--- config.mk ---
export PLATFORM = sky130hd
export DESIGN_NAME = peri_pdm_speaker
export DESIGN_NICKNAME = d
export VERILOG_FILES = /design/src/rtl/peri_pdm_pkg.sv /design/src/rtl/peri_pdm_fifo.sv /design/src/rtl/peri_pdm_speaker.sv
export SDC_FILE = /design/constraint.sdc
export NUM_CORES = 1
export LEC_CHECK = 0
export ABC_AREA = 1
export CORE_AREA = 2 2 81 83
export CTS_CLUSTER_DIAMETER = 30
export DETAILED_ROUTE_END_ITERATION = 7
export DIE_AREA = 0 0 83 85
export GPL_TIMING_DRIVEN = 0
export PLACE_DENSITY = 0.86
export SYNTH_ARGS = -nofsm -noshare
export SYNTH_HDL_FRONTEND = slang
export SYNTH_SLANG_ARGS = --single-unit
export TNS_END_PERCENT = 5
--- constraint.sdc ---
create_clock -name clk_i -period 2.8 [get_ports clk_i]
set_input_delay 0.7 -clock clk_i [delete_from_list [all_inputs] [get_ports clk_i]]
set_output_delay 0.7 -clock clk_i [all_outputs]
set_load 0.01 [all_outputs]
--- src/rtl/peri_pdm_pkg.sv ---
// Shared constants and types for the PDM speaker peripheral.
// Optional dither LFSR is enabled with PERI_PDM_SPEAKER_DITHER_EN.
package peri_pdm_pkg;

  localparam logic AdrData = 1'b0;
  localparam logic AdrCtrl = 1'b1;

  localparam int CtrlEnBit     = 0;
  localparam int CtrlClrUdrBit = 2;
  localparam int CtrlClrOvfBit = 3;

  localparam int StEnBit    = 0;
  localparam int StEmptyBit = 1;
  localparam int StUdrBit   = 2;
  localparam int StOvfBit   = 3;
  localparam int StFullBit  = 4;
  localparam int StLvlLsb   = 5;

  localparam logic [15:0] LfsrSeed = 16'hACE1;
  localparam logic [15:0] LfsrTaps = 16'hB400;

  typedef struct packed {
    logic [2:0] level;
    logic       full;
    logic       ovf;
    logic       udr;
    logic       empty;
    logic       en;
  } status_t;

  function automatic logic [2:0] sat_level(
    input logic [31:0] lvl
  );
    return (lvl > 32'd7) ? 3'd7 : lvl[2:0];
  endfunction

endpackage

--- src/rtl/peri_pdm_fifo.sv ---
// Synchronous first-word-fall-through FIFO holding PCM samples.
// A push to a full FIFO is accepted when a pop happens in the same cycle.
module peri_pdm_fifo #(
  parameter int Depth = 4,
  parameter int Width = 8
) (
  input  logic                       clk_i,
  input  logic                       rst_ni,
  input  logic                       push,
  input  logic                       pop,
  input  logic [Width-1:0]           din,
  output logic [Width-1:0]           dout,
  output logic                       empty,
  output logic                       full,
  output logic [$clog2(Depth):0]     level
);

  localparam int AW = $clog2(Depth);
  localparam logic [AW:0] CntOne = (AW+1)'(1);
  localparam logic [AW:0] CntMax = (AW+1)'(Depth);
  localparam logic [AW-1:0] PtrOne = AW'(1);

  logic [Width-1:0] mem [Depth];
  logic [AW-1:0]    wr_ptr;
  logic [AW-1:0]    rd_ptr;
  logic [AW:0]      cnt;
  logic             do_push;
  logic             do_pop;

  assign empty   = (cnt == '0);
  assign full    = (cnt == CntMax);
  assign level   = cnt;
  assign dout    = mem[rd_ptr];
  assign do_pop  = pop & ~empty;
  assign do_push = push & (~full | do_pop);

  always_ff @(posedge clk_i) begin
    if (do_push) begin
      mem[wr_ptr] <= din;
    end
  end

  always_ff @(posedge clk_i or negedge rst_ni) begin
    if (!rst_ni) begin
      wr_ptr <= '0;
      rd_ptr <= '0;
      cnt    <= '0;
    end else begin
      if (do_push) begin
        wr_ptr <= wr_ptr + PtrOne;
      end
      if (do_pop) begin
        rd_ptr <= rd_ptr + PtrOne;
      end
      case ({do_push, do_pop})
        2'b10:   cnt <= cnt + CntOne;
        2'b01:   cnt <= cnt - CntOne;
        default: cnt <= cnt;
      endcase
    end
  end

endmodule

--- src/rtl/peri_pdm_speaker.sv ---
// Wishbone PDM speaker: FIFO-fed first-order sigma-delta modulator.
// Define PERI_PDM_SPEAKER_DITHER_EN to add LFSR carry-in dither.
module peri_pdm_speaker
  import peri_pdm_pkg::*;
#(
  parameter int ClkHz     = 48_000_000,
  parameter int PdmHz     = 3_000_000,
  parameter int Osr       = 8,
  parameter int FifoDepth = 4
) (
  input  logic       clk_i,
  input  logic       rst_ni,
  input  logic       wb_we_i,
  input  logic       wb_adr_i,
  input  logic [7:0] wb_dat_i,
  input  logic       wb_stb_i,
  output logic [7:0] wb_dat_o,
  output logic       wb_ack_o,
  output logic       pdm_clk_o,
  output logic       pdm_data_o,
  output logic       irq_o
);

  localparam int HalfTicks = ClkHz / PdmHz / 2;
  localparam int DivW = (HalfTicks > 1) ? $clog2(HalfTicks) : 1;
  localparam logic [DivW-1:0] DivLoad = DivW'(HalfTicks - 1);
  localparam int CntW = $clog2(Osr);
  localparam logic [CntW-1:0] CntLast = CntW'(Osr - 1);
  localparam int LvlW = $clog2(FifoDepth) + 1;
  localparam logic [LvlW-1:0] LvlLow = LvlW'(FifoDepth / 2);

  logic            en_q;
  logic [DivW-1:0] div_q;
  logic            pclk_q;
  logic            pdat_q;
  logic [7:0]      acc_q;
  logic [CntW-1:0] bit_cnt_q;
  logic [7:0]      sample_q;
  logic            udr_q;
  logic            ovf_q;
  logic            irq_q;
  logic            ack_q;
  logic [7:0]      rdata_q;

  logic            fire;
  logic            wr_data;
  logic            wr_ctrl;
  logic            rd;
  logic            tick;
  logic            fall_evt;
  logic            last_bit;
  logic            cin;
  logic [8:0]      sum;
  logic            fifo_pop;
  logic            starve;
  logic [7:0]      fifo_dout;
  logic            fifo_empty;
  logic            fifo_full;
  logic [LvlW-1:0] fifo_level;
  status_t         st;
  logic [7:0]      rd_mux;
  logic            unused_dat;

  assign unused_dat = ^{wb_dat_i[7:4], wb_dat_i[1]};

  assign fire    = wb_stb_i & ~ack_q;
  assign wr_data = fire & wb_we_i & (wb_adr_i == AdrData);
  assign wr_ctrl = fire & wb_we_i & (wb_adr_i == AdrCtrl);
  assign rd      = fire & ~wb_we_i;

  assign tick     = en_q & (div_q == '0);
  assign fall_evt = tick & pclk_q;
  assign last_bit = (bit_cnt_q == CntLast);
  assign fifo_pop = fall_evt & last_bit & ~fifo_empty;
  assign starve   = fall_evt & last_bit & fifo_empty;

`ifdef PERI_PDM_SPEAKER_DITHER_EN
  logic [15:0] lfsr_q;

  always_ff @(posedge clk_i or negedge rst_ni) begin
    if (!rst_ni) begin
      lfsr_q <= LfsrSeed;
    end else if (fall_evt) begin
      lfsr_q <= {1'b0, lfsr_q[15:1]} ^ (lfsr_q[0] ? LfsrTaps : 16'h0);
    end
  end

  assign cin = lfsr_q[0];
`else
  assign cin = 1'b0;
`endif

  assign sum = {1'b0, acc_q} + {1'b0, sample_q} + {8'd0, cin};

  peri_pdm_fifo #(
    .Depth (FifoDepth),
    .Width (8)
  ) u_fifo (
    .clk_i  (clk_i),
    .rst_ni (rst_ni),
    .push   (wr_data),
    .pop    (fifo_pop),
    .din    (wb_dat_i),
    .dout   (fifo_dout),
    .empty  (fifo_empty),
    .full   (fifo_full),
    .level  (fifo_level)
  );

  // Modulator is held idle and cleared whenever disabled.
  always_ff @(posedge clk_i or negedge rst_ni) begin
    if (!rst_ni) begin
      div_q     <= DivLoad;
      pclk_q    <= 1'b0;
      pdat_q    <= 1'b0;
      acc_q     <= '0;
      bit_cnt_q <= '0;
    end else if (!en_q) begin
      div_q     <= DivLoad;
      pclk_q    <= 1'b0;
      pdat_q    <= 1'b0;
      acc_q     <= '0;
      bit_cnt_q <= '0;
    end else if (tick) begin
      div_q  <= DivLoad;
      pclk_q <= ~pclk_q;
      if (pclk_q) begin
        pdat_q    <= sum[8];
        acc_q     <= sum[7:0];
        bit_cnt_q <= bit_cnt_q + CntW'(1);
      end
    end else begin
      div_q <= div_q - DivW'(1);
    end
  end

  always_ff @(posedge clk_i or negedge rst_ni) begin
    if (!rst_ni) begin
      sample_q <= 8'h80;
    end else if (fifo_pop) begin
      sample_q <= fifo_dout;
    end
  end

  always_ff @(posedge clk_i or negedge rst_ni) begin
    if (!rst_ni) begin
      en_q <= 1'b0;
    end else if (wr_ctrl) begin
      en_q <= wb_dat_i[CtrlEnBit];
    end
  end

  always_ff @(posedge clk_i or negedge rst_ni) begin
    if (!rst_ni) begin
      udr_q <= 1'b0;
    end else if (starve) begin
      udr_q <= 1'b1;
    end else if (wr_ctrl && wb_dat_i[CtrlClrUdrBit]) begin
      udr_q <= 1'b0;
    end
  end

  always_ff @(posedge clk_i or negedge rst_ni) begin
    if (!rst_ni) begin
      ovf_q <= 1'b0;
    end else if (wr_data && fifo_full && !fifo_pop) begin
      ovf_q <= 1'b1;
    end else if (wr_ctrl && wb_dat_i[CtrlClrOvfBit]) begin
      ovf_q <= 1'b0;
    end
  end

  always_comb begin
    st       = '0;
    st.en    = en_q;
    st.empty = fifo_empty;
    st.udr   = udr_q;
    st.ovf   = ovf_q;
    st.full  = fifo_full;
    st.level = sat_level(32'(fifo_level));
  end

  always_comb begin
    rd_mux = '0;
    unique case (1'b1)
      (wb_adr_i == AdrData): rd_mux = sample_q;
      (wb_adr_i == AdrCtrl): rd_mux = st;
      default:               rd_mux = '0;
    endcase
  end

  always_ff @(posedge clk_i or negedge rst_ni) begin
    if (!rst_ni) begin
      ack_q   <= 1'b0;
      rdata_q <= '0;
      irq_q   <= 1'b0;
    end else begin
      ack_q   <= fire;
      rdata_q <= rd ? rd_mux : 8'h00;
      irq_q   <= en_q & (fifo_level <= LvlLow);
    end
  end

  assign wb_ack_o   = ack_q;
  assign wb_dat_o   = rdata_q;
  assign pdm_clk_o  = pclk_q;
  assign pdm_data_o = pdat_q;
  assign irq_o      = irq_q;

endmodule
# Word-level counts from Yosys, hierarchy flattened

Memory sizes are Yosys's and may differ from the RTL's. A register that Yosys moved wholly into a read port is not among the register bits.
Cells that the tools add are included.

Register bits after elaboration: 36
Latch bits: 0
RAM bits: 32
ROM bits: 0
Input port bits: 13
Output and inout port bits: 12
Logic and storage cells: 83
Memories: 1

Add/subtract/negate cells: 7
$mul: 0
Div/mod/pow operators: 0
Magnitude comparators: 1
Equality and inequality tests: 6
Shift-type cells: 0
Mux-type cells: 22
Bitwise gates (word level): 20
Reductions and logical operators: 12

Memories:

| memory     | depth | width | rd ports | clocked after memory_dff | wr ports | line                | RTL |
|---|---|---|---|---|---|---|---|
| u_fifo.mem | 4     | 8     | 1        | 1                        | 1        | peri_pdm_fifo.sv:23 | `logic [Width-1:0] mem [Depth];` |

Operators by type and width:

| cell                                                                             | number |
|---|---|
| 8-bit two-way mux                                                                | 4 |
| 8-bit case mux with 2 select lines                                               | 1 |
| 3-bit two-way mux                                                                | 5 |
| 1-bit AND                                                                        | 13 |
| 1-bit two-way mux                                                                | 11 |
| 8-bit by 8-bit adder with 9-bit output                                           | 1 |
| 3-bit by 1-bit adder with 3-bit output, second input constant                    | 2 |
| 3-bit equality test, second input constant                                       | 2 |
| 3-bit logical NOT                                                                | 2 |
| 1-bit inverter                                                                   | 6 |
| 3-bit case mux with 2 select lines                                               | 1 |
| 2-bit nonzero test                                                               | 3 |
| 3-bit by 1-bit subtractor with 3-bit output, second input constant               | 2 |
| 2-bit by 1-bit adder with 2-bit output, second input constant                    | 2 |
| 1-bit logical AND                                                                | 4 |
| 2-bit by 1-bit != test with 1-bit output, second input constant                  | 2 |
| 3-bit by 2-bit less-or-equal comparator with 1-bit output, second input constant | 1 |
| 2-bit by 1-bit equality test with 1-bit output, second input constant            | 1 |
| 2-bit equality test, second input constant                                       | 1 |
| 1-bit logical NOT                                                                | 2 |
| 2-bit AND reduction                                                              | 1 |
| 1-bit OR                                                                         | 1 |

# Depth between registers and ports, before layout

Gate-level depths: netlist of run 1.

Word-level depth: 10
Depth in mapped cells: 15
Mapped depth without buffers: 15

# Modules after synthesis

From an unflattened synthesis of run 1, not the netlist that was laid out.

Cells, all modules: 350
Area total of the unflattened synthesis: 3528.4 um^2

Modules (own cells, without submodules):

| module           | times used | cells an instance | area an instance (um^2) | seq. area each (um^2) |
|---|---|---|---|---|
| peri_pdm_speaker | 1          | 217               | 1879.3                  | 930.9 |
| peri_pdm_fifo    | 1          | 133               | 1649.1                  | 1136.1 |

# Worst setup path after synthesis of run 1

Ideal clock, no wire load.

Path type: flip-flop to flip-flop
Start point: reg div_q[0]
End point: reg u_fifo.cnt[2] (netlist: u_fifo.level[2])
Setup time: 131 ps
Arrival time: 2144 ps
Data required time: 2669 ps
Slack: 525 ps
Stages on the path, launching flop included: 16
Path buffers: 0
Clock period less this slack: 2275 ps
Path through: dfstp_2 -> inv_1 -> ha_1 -> inv_1 -> nor2_2 -> nand3_2 -> inv_2 -> nand2_1 -> nand2_2 -> nand2_2 -> ha_1 -> inv_1 -> fa_1 -> a21oi_1 -> o21ai_0 -> xor2_1

Longest elaborated chain between the ends: 10
Elaborated cells on any way between the ends: 12
Those cells by class: 2 x eq/ne; 1 x mux; 7 x bitwise; 2 x reduce/logical

Ends and longest elaborated chain:

| what                                                                                         | line                    | RTL |
|---|---|---|
| from (decl)                                                                                  | peri_pdm_speaker.sv:33  | `logic [DivW-1:0] div_q;` |
| from (signal assigned)                                                                       | peri_pdm_speaker.sv:113 | `div_q <= DivLoad;` |
| from (signal assigned)                                                                       | peri_pdm_speaker.sv:119 | `div_q <= DivLoad;` |
| from (signal assigned)                                                                       | peri_pdm_speaker.sv:125 | `div_q <= DivLoad;` |
| 3-bit logical NOT (*)                                                                        | peri_pdm_speaker.sv:71  | `assign tick = en_q & (div_q == '0);` |
| 1-bit AND (*)                                                                                | peri_pdm_speaker.sv:71  |  |
| 1-bit AND (*)                                                                                | peri_pdm_speaker.sv:72  | `assign fall_evt = tick & pclk_q;` |
| 1-bit AND (*) (2 in series)                                                                  | peri_pdm_speaker.sv:74  | `assign fifo_pop = fall_evt & last_bit & ~fifo_empty;` |
| 1-bit AND (*)                                                                                | peri_pdm_fifo.sv:34     | `assign do_pop = pop & ~empty;` |
| 1-bit OR                                                                                     | peri_pdm_fifo.sv:35     | `assign do_push = push & (~full \| do_pop);` |
| 1-bit AND                                                                                    | peri_pdm_fifo.sv:35     |  |
| 2-bit by 1-bit equality test with 1-bit output / 2-bit equality test (equally long branches) | peri_pdm_fifo.sv:55     | `case ({do_push, do_pop})` |
| 3-bit case mux with 2 select lines / 2-bit nonzero test (equally long branches)              | n/a                     |  |
| to (signal assigned)                                                                         | peri_pdm_fifo.sv:56     | `2'b10: cnt <= cnt + CntOne;` |
| to (signal assigned)                                                                         | peri_pdm_fifo.sv:57     | `2'b01: cnt <= cnt - CntOne;` |
| to (signal assigned)                                                                         | peri_pdm_fifo.sv:58     | `default: cnt <= cnt;` |
| to (decl)                                                                                    | peri_pdm_fifo.sv:26     | `logic [AW:0] cnt;` |

Every way passes the cells marked *; elsewhere a longest branch is shown, timed or not.
A chain may end at the register's enable or synchronous reset.

# Final worst setup path of run 1

Ends and elaborated chain as after synthesis.

==> reports/results.ini, run 1 <==
[run_status]
status=complete, no violations

[synthesis]
syn_nets=377
synth-compound-area-share=0.08722
muxShareOfSynthArea=0
ys_seq_area_frac=0.5930
yosysTopAreaCellShare=0.2872
syn_area_mm2=0.003486
ys_seq_elements=76
synth.largest_area_cell=dfrtp_1
synth_top_family_by_area=simple AND/OR/NAND/NOR gates
yosys_warnings=0
synth-adder-area-share=0.07251
syn_avg_cell_area_um2=10.10
synthXorXnorAreaFrac=0.01508
yosys-top-cells-area=dfrtp_1 (29%), edfxtp_1 (28%), nand2_1 (9.5%)
synth-simple-area-share=0.1766
syn_inst=345
yosys.cell_types.count=32

[critical_path]
setup.worst_path.start_class=flip-flop
cp_max_fo=7
arrival_ps=2740
cp-end-kind=flip-flop
required_ps=3010
reg2reg_from=div_q[0]$_DFF_PN1_
worstSetupPathType=flip-flop to flip-flop
startpoint=div_q[0]$_DFF_PN1_

[worst_hold_path]
holdCritPathClass=input port to async pin

[sta]
period_minus_slack_ps=2524
maxSlewViolCount=0
hold_violations=0
tightest_slew_ps=790.7
max_clock_freq_ghz=0.3962
setup_viol=0
timing.final.crit_share=0.9014
holdWs_ps=211.2
fin_setup_tns_ps=0
rsz0062_at_grt=no
skew_ps=9.480
max-slew-margin-rel=0.4709

[routing]
vias=2405
drc=0
wl_per_cell_um=14.45
wl_um=6692
routed_via_density=5.194
drt_first_pass_iters=4
drt_iter0_markers=108
ant_nets=0

[floorplanning]
design.core.area_mm2=0.006205
placementRows=29
ios=25
die_area_mm2=0.007055
die_h_um=85
start_util=0.5618
fp.dieW_um=83

[power_and_ir_drop]
power.total_mw=2.306
powerDensity_mw_per_mm2=567.5
peakVddDrop_mv=0.6273
leakage_nw=1.843

[clocking]
cts.repair.resized=0
holdBufCountCts=0
tritoncts.num_buffers=9
htreeDepth=3
clkTransAtPathRegs_ps=90
cts_tree=yes
cts_sinks=76
ctsLongestPathBuffers=2
cts_root_buf=clkbuf_8
clock_latency_ps=350
cts_setup_buffers=0

[placed_design]
numPortBuffers=24
dp_hpwl_um=4751
place.gp.congestion=0.8193
dp_cells=447

[global_routing]
grt_max_degree=36
grt_pass1_vias=2493
antenna_found_initial=0
grt_pass1_wl_um=11450
grtUsageTotal=0.2069
grt_overflow=0

[final_layout]
antenna_cells=0
nNetsFinal=413
final_cell_mix=nand2_1 (88), dfrtp_1 (40), nor2_1 (32), edfxtp_1 (32), inv_1 (31)
drive_gt1_frac=0.1088
layout.cells.non_filler=463
areaGrowthSynthToFinish_pct=16.58
final_common_cell=nand2_1

[flow_run]
cap_viol_max_count=0

==> Yosys cell counts <==
cell type,instances
fa_1,2
nand3_2,3
or2_2,1
xnor2_1,4
nor2_2,2
o21ai_2,1
o21ai_1,2
nand2_2,2
nand3_1,15
nand2_1,88
nor2_1,32
a22o_1,4
nor3_2,1
inv_1,31
dfrtp_1,40
xor2_1,2
a21oi_1,12
o31ai_1,1
edfxtp_1,32
clkbuf_1,1
ha_1,17
nand3b_1,1
nand4_1,1
inv_2,4
buf_6,3
dfstp_2,4
nor3_1,1
buf_4,2
o21ai_0,25
a211oi_1,1
o22ai_1,8
buf_2,2
==> sequential cells by signal, indices dropped and copies added, names as in the netlist <==
register / count
sample_q: 8
u_fifo.level: 3
div_q: 3
pdm_clk_o: 1
udr_q: 1
u_fifo.rd_ptr: 2
irq_o: 1
en_q: 1
u_fifo.mem: 32
pdm_data_o: 1
wb_ack_o: 1
acc_q: 8
bit_cnt_q: 3
u_fifo.wr_ptr: 2
wb_dat_o: 8
ovf_q: 1
==> critical path, cell delays in order, from the launching register on <==
cell and delay, ps:
dfstp_2 540, inv_1 50, ha_1 190, inv_1 80, nor2_2 50, nand3_2 70, inv_2 60, nand2_1 100
nand2_2 100, nand2_4 110, ha_1 150, inv_1 60, fa_1 380, a21oi_1 150, o21ai_0 130, xor2_1 170
==> area by class of cell <==
type / instances / area, um2
buffer: 8 / 62.56
clock buffer: 9 / 123.9
clock inverter: 7 / 97.59
fill: 460 / 2141
inverter: 35 / 131.4
multi-input combinational: 226 / 1230
sequential: 76 / 2067
tap: 77 / 96.34
timing repair buffer: 25 / 255.2
==> cells by family (layout without fill, tap and decap cells) <==
logic type      count (synthesis)  after routing
buf+inv                        43             84
compound gates                 54             54
flops                          76             76
simple gates                  147            147
fa+ha+maj                      19             19
xor+xnor                        6              6
==> report_power, final <==
part | total (mW) | switching (mW) | leakage (nW) | internal [mW]
clock | 0.923 | 0.417 | 0.108 | 0.507
sequential | 1.23 | 0.0229 | 0.873 | 1.21
combinational | 0.155 | 0.0887 | 0.861 | 0.0659
total | 2.31 | 0.529 | 1.84 | 1.78
==> per-stage QoR <==
step                setup WS [ps]    util  instance area (um2)
CTS                         246.0  0.6542                 4059
finish                      276.2  0.6550                 4064
global route                17.44  0.6550                 4064
detailed placement          3.807  0.6185                 3837
floorplan                   524.9       -                 3486
global placement           -64.03  0.6161                 3822
==> metal layers <==
layer | global-route usage | up-vias | wire (um)
met4 | 0.07154 | 0 | 42
met5 | 0 | - | 0
met2 | 0.3614 | 45 | 3518
li1 | - | 1215 | -
met3 | 0.05934 | 4 | 267
met1 | 0.2472 | 1141 | 2863
==> worst paths after layout <==
kind,cells past startpoint,end,slack [ps]
max,15,u_fifo.level[2]$_DFFE_PN0P_,280
max reg2reg,15,u_fifo.level[2]$_DFFE_PN0P_,280
max in group asynchronous,2,sample_q[7]$_DFFE_PN1P_,2060
min reg2reg,1,irq_o$_DFF_PN0_,450
min,1,u_fifo.level[0]$_DFFE_PN0P_,210
min in group clk_i,1,irq_o$_DFF_PN0_,450
No activity file was read; power rests on OpenSTA's default activity.
==> inputs of run 2 (changes only) <==
--- a/config.mk
+++ b/config.mk
@@ -11,8 +11,9 @@
 export DETAILED_ROUTE_END_ITERATION = 7
 export DIE_AREA = 0 0 83 85
 export GPL_TIMING_DRIVEN = 0
-export PLACE_DENSITY = 0.86
+export PLACE_DENSITY = 0.87
 export SYNTH_ARGS = -nofsm -noshare
 export SYNTH_HDL_FRONTEND = slang
+export SYNTH_HIERARCHICAL = 1
 export SYNTH_SLANG_ARGS = --single-unit
 export TNS_END_PERCENT = 5
==> constraint.sdc (replaced) <==
create_clock -name clk_i -period 2.8 [get_ports clk_i]
set_input_delay 0.7 -clock clk_i [delete_from_list [all_inputs] [get_ports clk_i]]
set_output_delay 0.7 -clock clk_i [all_outputs]
set_load 0.005 [all_outputs]
==> reports/results.ini, run 2 <==
[clocking]
cts_root_buf=clkbuf_8
cts_setup_buffers=0
cts_tree=yes
ctsLongestPathBuffers=2
holdBufCountCts=0
htreeDepth=3
clock_latency_ps=350
cts_sinks=76
tritoncts.num_buffers=9
cts.repair.resized=0
clkTransAtPathRegs_ps=80

[synthesis]
synth-simple-area-share=0.1897
yosys-top-cells-area=dfrtp_1 (28%), edfxtp_1 (27%), nand2_1 (10%)
synth-compound-area-share=0.08759
yosys.cell_types.count=33
synthArstFlopShare=0.5789
syn_nets=381
ys_seq_area_frac=0.5858
synth-adder-area-share=0.06809
synth.most_common_cell=nand2_1
syn_inst=350
yosysTopAreaCellShare=0.2837
syn_area_mm2=0.003528
synth_top_family_by_area=simple AND/OR/NAND/NOR gates
synthXorXnorAreaFrac=0.009929
muxShareOfSynthArea=0
synth.largest_area_cell=dfrtp_1
synth_flop_cell=dfrtp_1
yosys-top-cells-count=nand2_1 (96), dfrtp_1 (40), inv_1 (34)
syn_avg_cell_area_um2=10.08
synth_edf_count=32
yosys_warnings=6
ys_seq_elements=76

[global_routing]
grtUsageTotal=0.2029
antenna_found_initial=0
grt_max_degree=31
grt_pass1_vias=2489
grt_overflow=0
grt_pass1_wl_um=11100

[critical_path]
setup.worst_path.start_class=input port
arrival_ps=2610
reg2reg_from=div_q[0]$_DFF_PN1_
path_cells=clkdlybuf4s50_1, inv_1, nor4_2, o21ai_4, nor2_1
reg2reg_depth=8
required_ps=2780
ff2ff_setup_slack_ps=390
crit_path_top_delay_cell=nor2_1
critPathTopFamily=simple AND/OR/NAND/NOR gates
reg2reg_to=u_fifo/mem[3][2]$_DFFE_PP_
critPathBufInv=2
worstSetupPathType=input port to flip-flop
slowest_delay_ps=630
cp-end-kind=flip-flop
cp_max_fo=8

[routing]
drt_iter0_markers=171
wl_per_cell_um=14.31
ant_nets=0
routed_via_density=5.353
drc=0
wl_um=6699
drt_first_pass_iters=4
vias=2505

[sta]
holdWs_ps=251.3
skew_ps=4.740
timing.final.crit_share=0.9361
setup_viol=0
tightest_slew_ps=763.8
maxSlewViolCount=0
period_minus_slack_ps=2621
hold_violations=0
rsz0062_at_grt=no
max-slew-margin-rel=0.4889
max_clock_freq_ghz=0.3815

[placed_design]
place.gp.congestion=0.9013
dp_hpwl_um=4887
postPlaceCellArea_mm2=0.003880
numPortBuffers=24

[floorplanning]
fp.dieW_um=83
ios=25
start_util=0.5687
die_h_um=85
placementRows=29
design.core.area_mm2=0.006205
die_area_mm2=0.007055

[flow_run]
cap_viol_max_count=0

[power_and_ir_drop]
peakVddDrop_mv=0.5293
powerDensity_mw_per_mm2=643.6
leakage_nw=1.920
power.total_mw=2.625

[final_layout]
register_area_mm2=0.002067
antenna_cells=0
nNetsFinal=417
final_cell_mix=nand2_1 (96), dfrtp_1 (40), inv_1 (34)
largest_register=u_fifo/mem
finish.utilization=0.6572
areaGrowthSynthToFinish_pct=15.57
fillers=456
largest_register_ffs=32
finalInstanceArea_mm2=0.004078
drive_gt1_frac=0.1228
final_common_cell=nand2_1
multi_input_area_mm2=0.001254

[run_status]
status=complete, no violations

[worst_hold_path]
holdCritPathClass=input port to async pin

-- run 2: how the worst max path moves through the flow --
stage | from | endpoint | slack (ps) | depth (start not counted)
2_1_floorplan | wb_adr_i | u_fifo/mem[0][0]$_DFFE_PP_ | 710 | 3
3_3_place_gp | wb_we_i | u_fifo/mem[3][7]$_DFFE_PP_ | -140 | 5
3_5_place_dp | wb_we_i | u_fifo/mem[0][5]$_DFFE_PP_ | -210 | 5
4_1_cts | wb_we_i | u_fifo/mem[0][1]$_DFFE_PP_ | 170 | 5
5_1_grt | wb_we_i | u_fifo/mem[0][1]$_DFFE_PP_ | 50 | 5
6_report | wb_we_i | u_fifo/mem[3][2]$_DFFE_PP_ | 180 | 5
-- run 2: kinds of logic (layout without fill, tap and decap cells) --
family	Yosys count	in the layout
buffers and inverters	48	89
AO/OA/AOI/OAI	54	54
flip-flops	76	76
adder cells (fa/ha/maj)	18	18
AND/OR/NAND/NOR	150	150
XOR/XNOR	4	4
-- run 2: layout make-up --
type                    instances  share of cell area
flip-flops and latches         76              0.5069
multi-input cells             226              0.3075
repair buffers                 25             0.06260
inverters                      41             0.03897
clock buffers                   9             0.03038
well taps                      77             0.02363
clock inverters                 7             0.01810
plain buffers                   7             0.01197
-- run 2: stage by stage --
stage / TNS [ps] / instances / setup WS, ps
3_5_place_dp: -5586 / 452 / -211.6
4_1_cts: 0 / 468 / 166.1
3_3_place_gp: -6518 / 451 / -138.8
6_report: 0 / 468 / 178.8
2_1_floorplan: 0 / 350 / 708.1
5_1_grt: 0 / 468 / 50.05
-- run 2: worst register-to-register path, cell delays in order, from the launching register on --
cell and delay [ps]:
dfstp_2 380, inv_1 90, ha_1 260, nand3_4 130, nor2_8 140, nand3_4 160
clkinv_4 150, o21ai_4 110, nor2_1 630
-- run 2: routing by layer --
metal  vias to the layer above  part of all wire  global-route usage
met2                        81              0.49              0.3453
met4                         0             0.026             0.09836
met1                      1187              0.43              0.2406
met5                         -                 0                   0
li1                       1222                 -                   -
met3                        15             0.054             0.05447
-- run 2: report_power, final --
part           internal [mW]  total (mW)  switching, mW
Combinational          0.170       0.434          0.264
Clock                  0.416       0.836          0.420
Sequential              1.28        1.35         0.0791
Total                   1.86        2.62          0.763
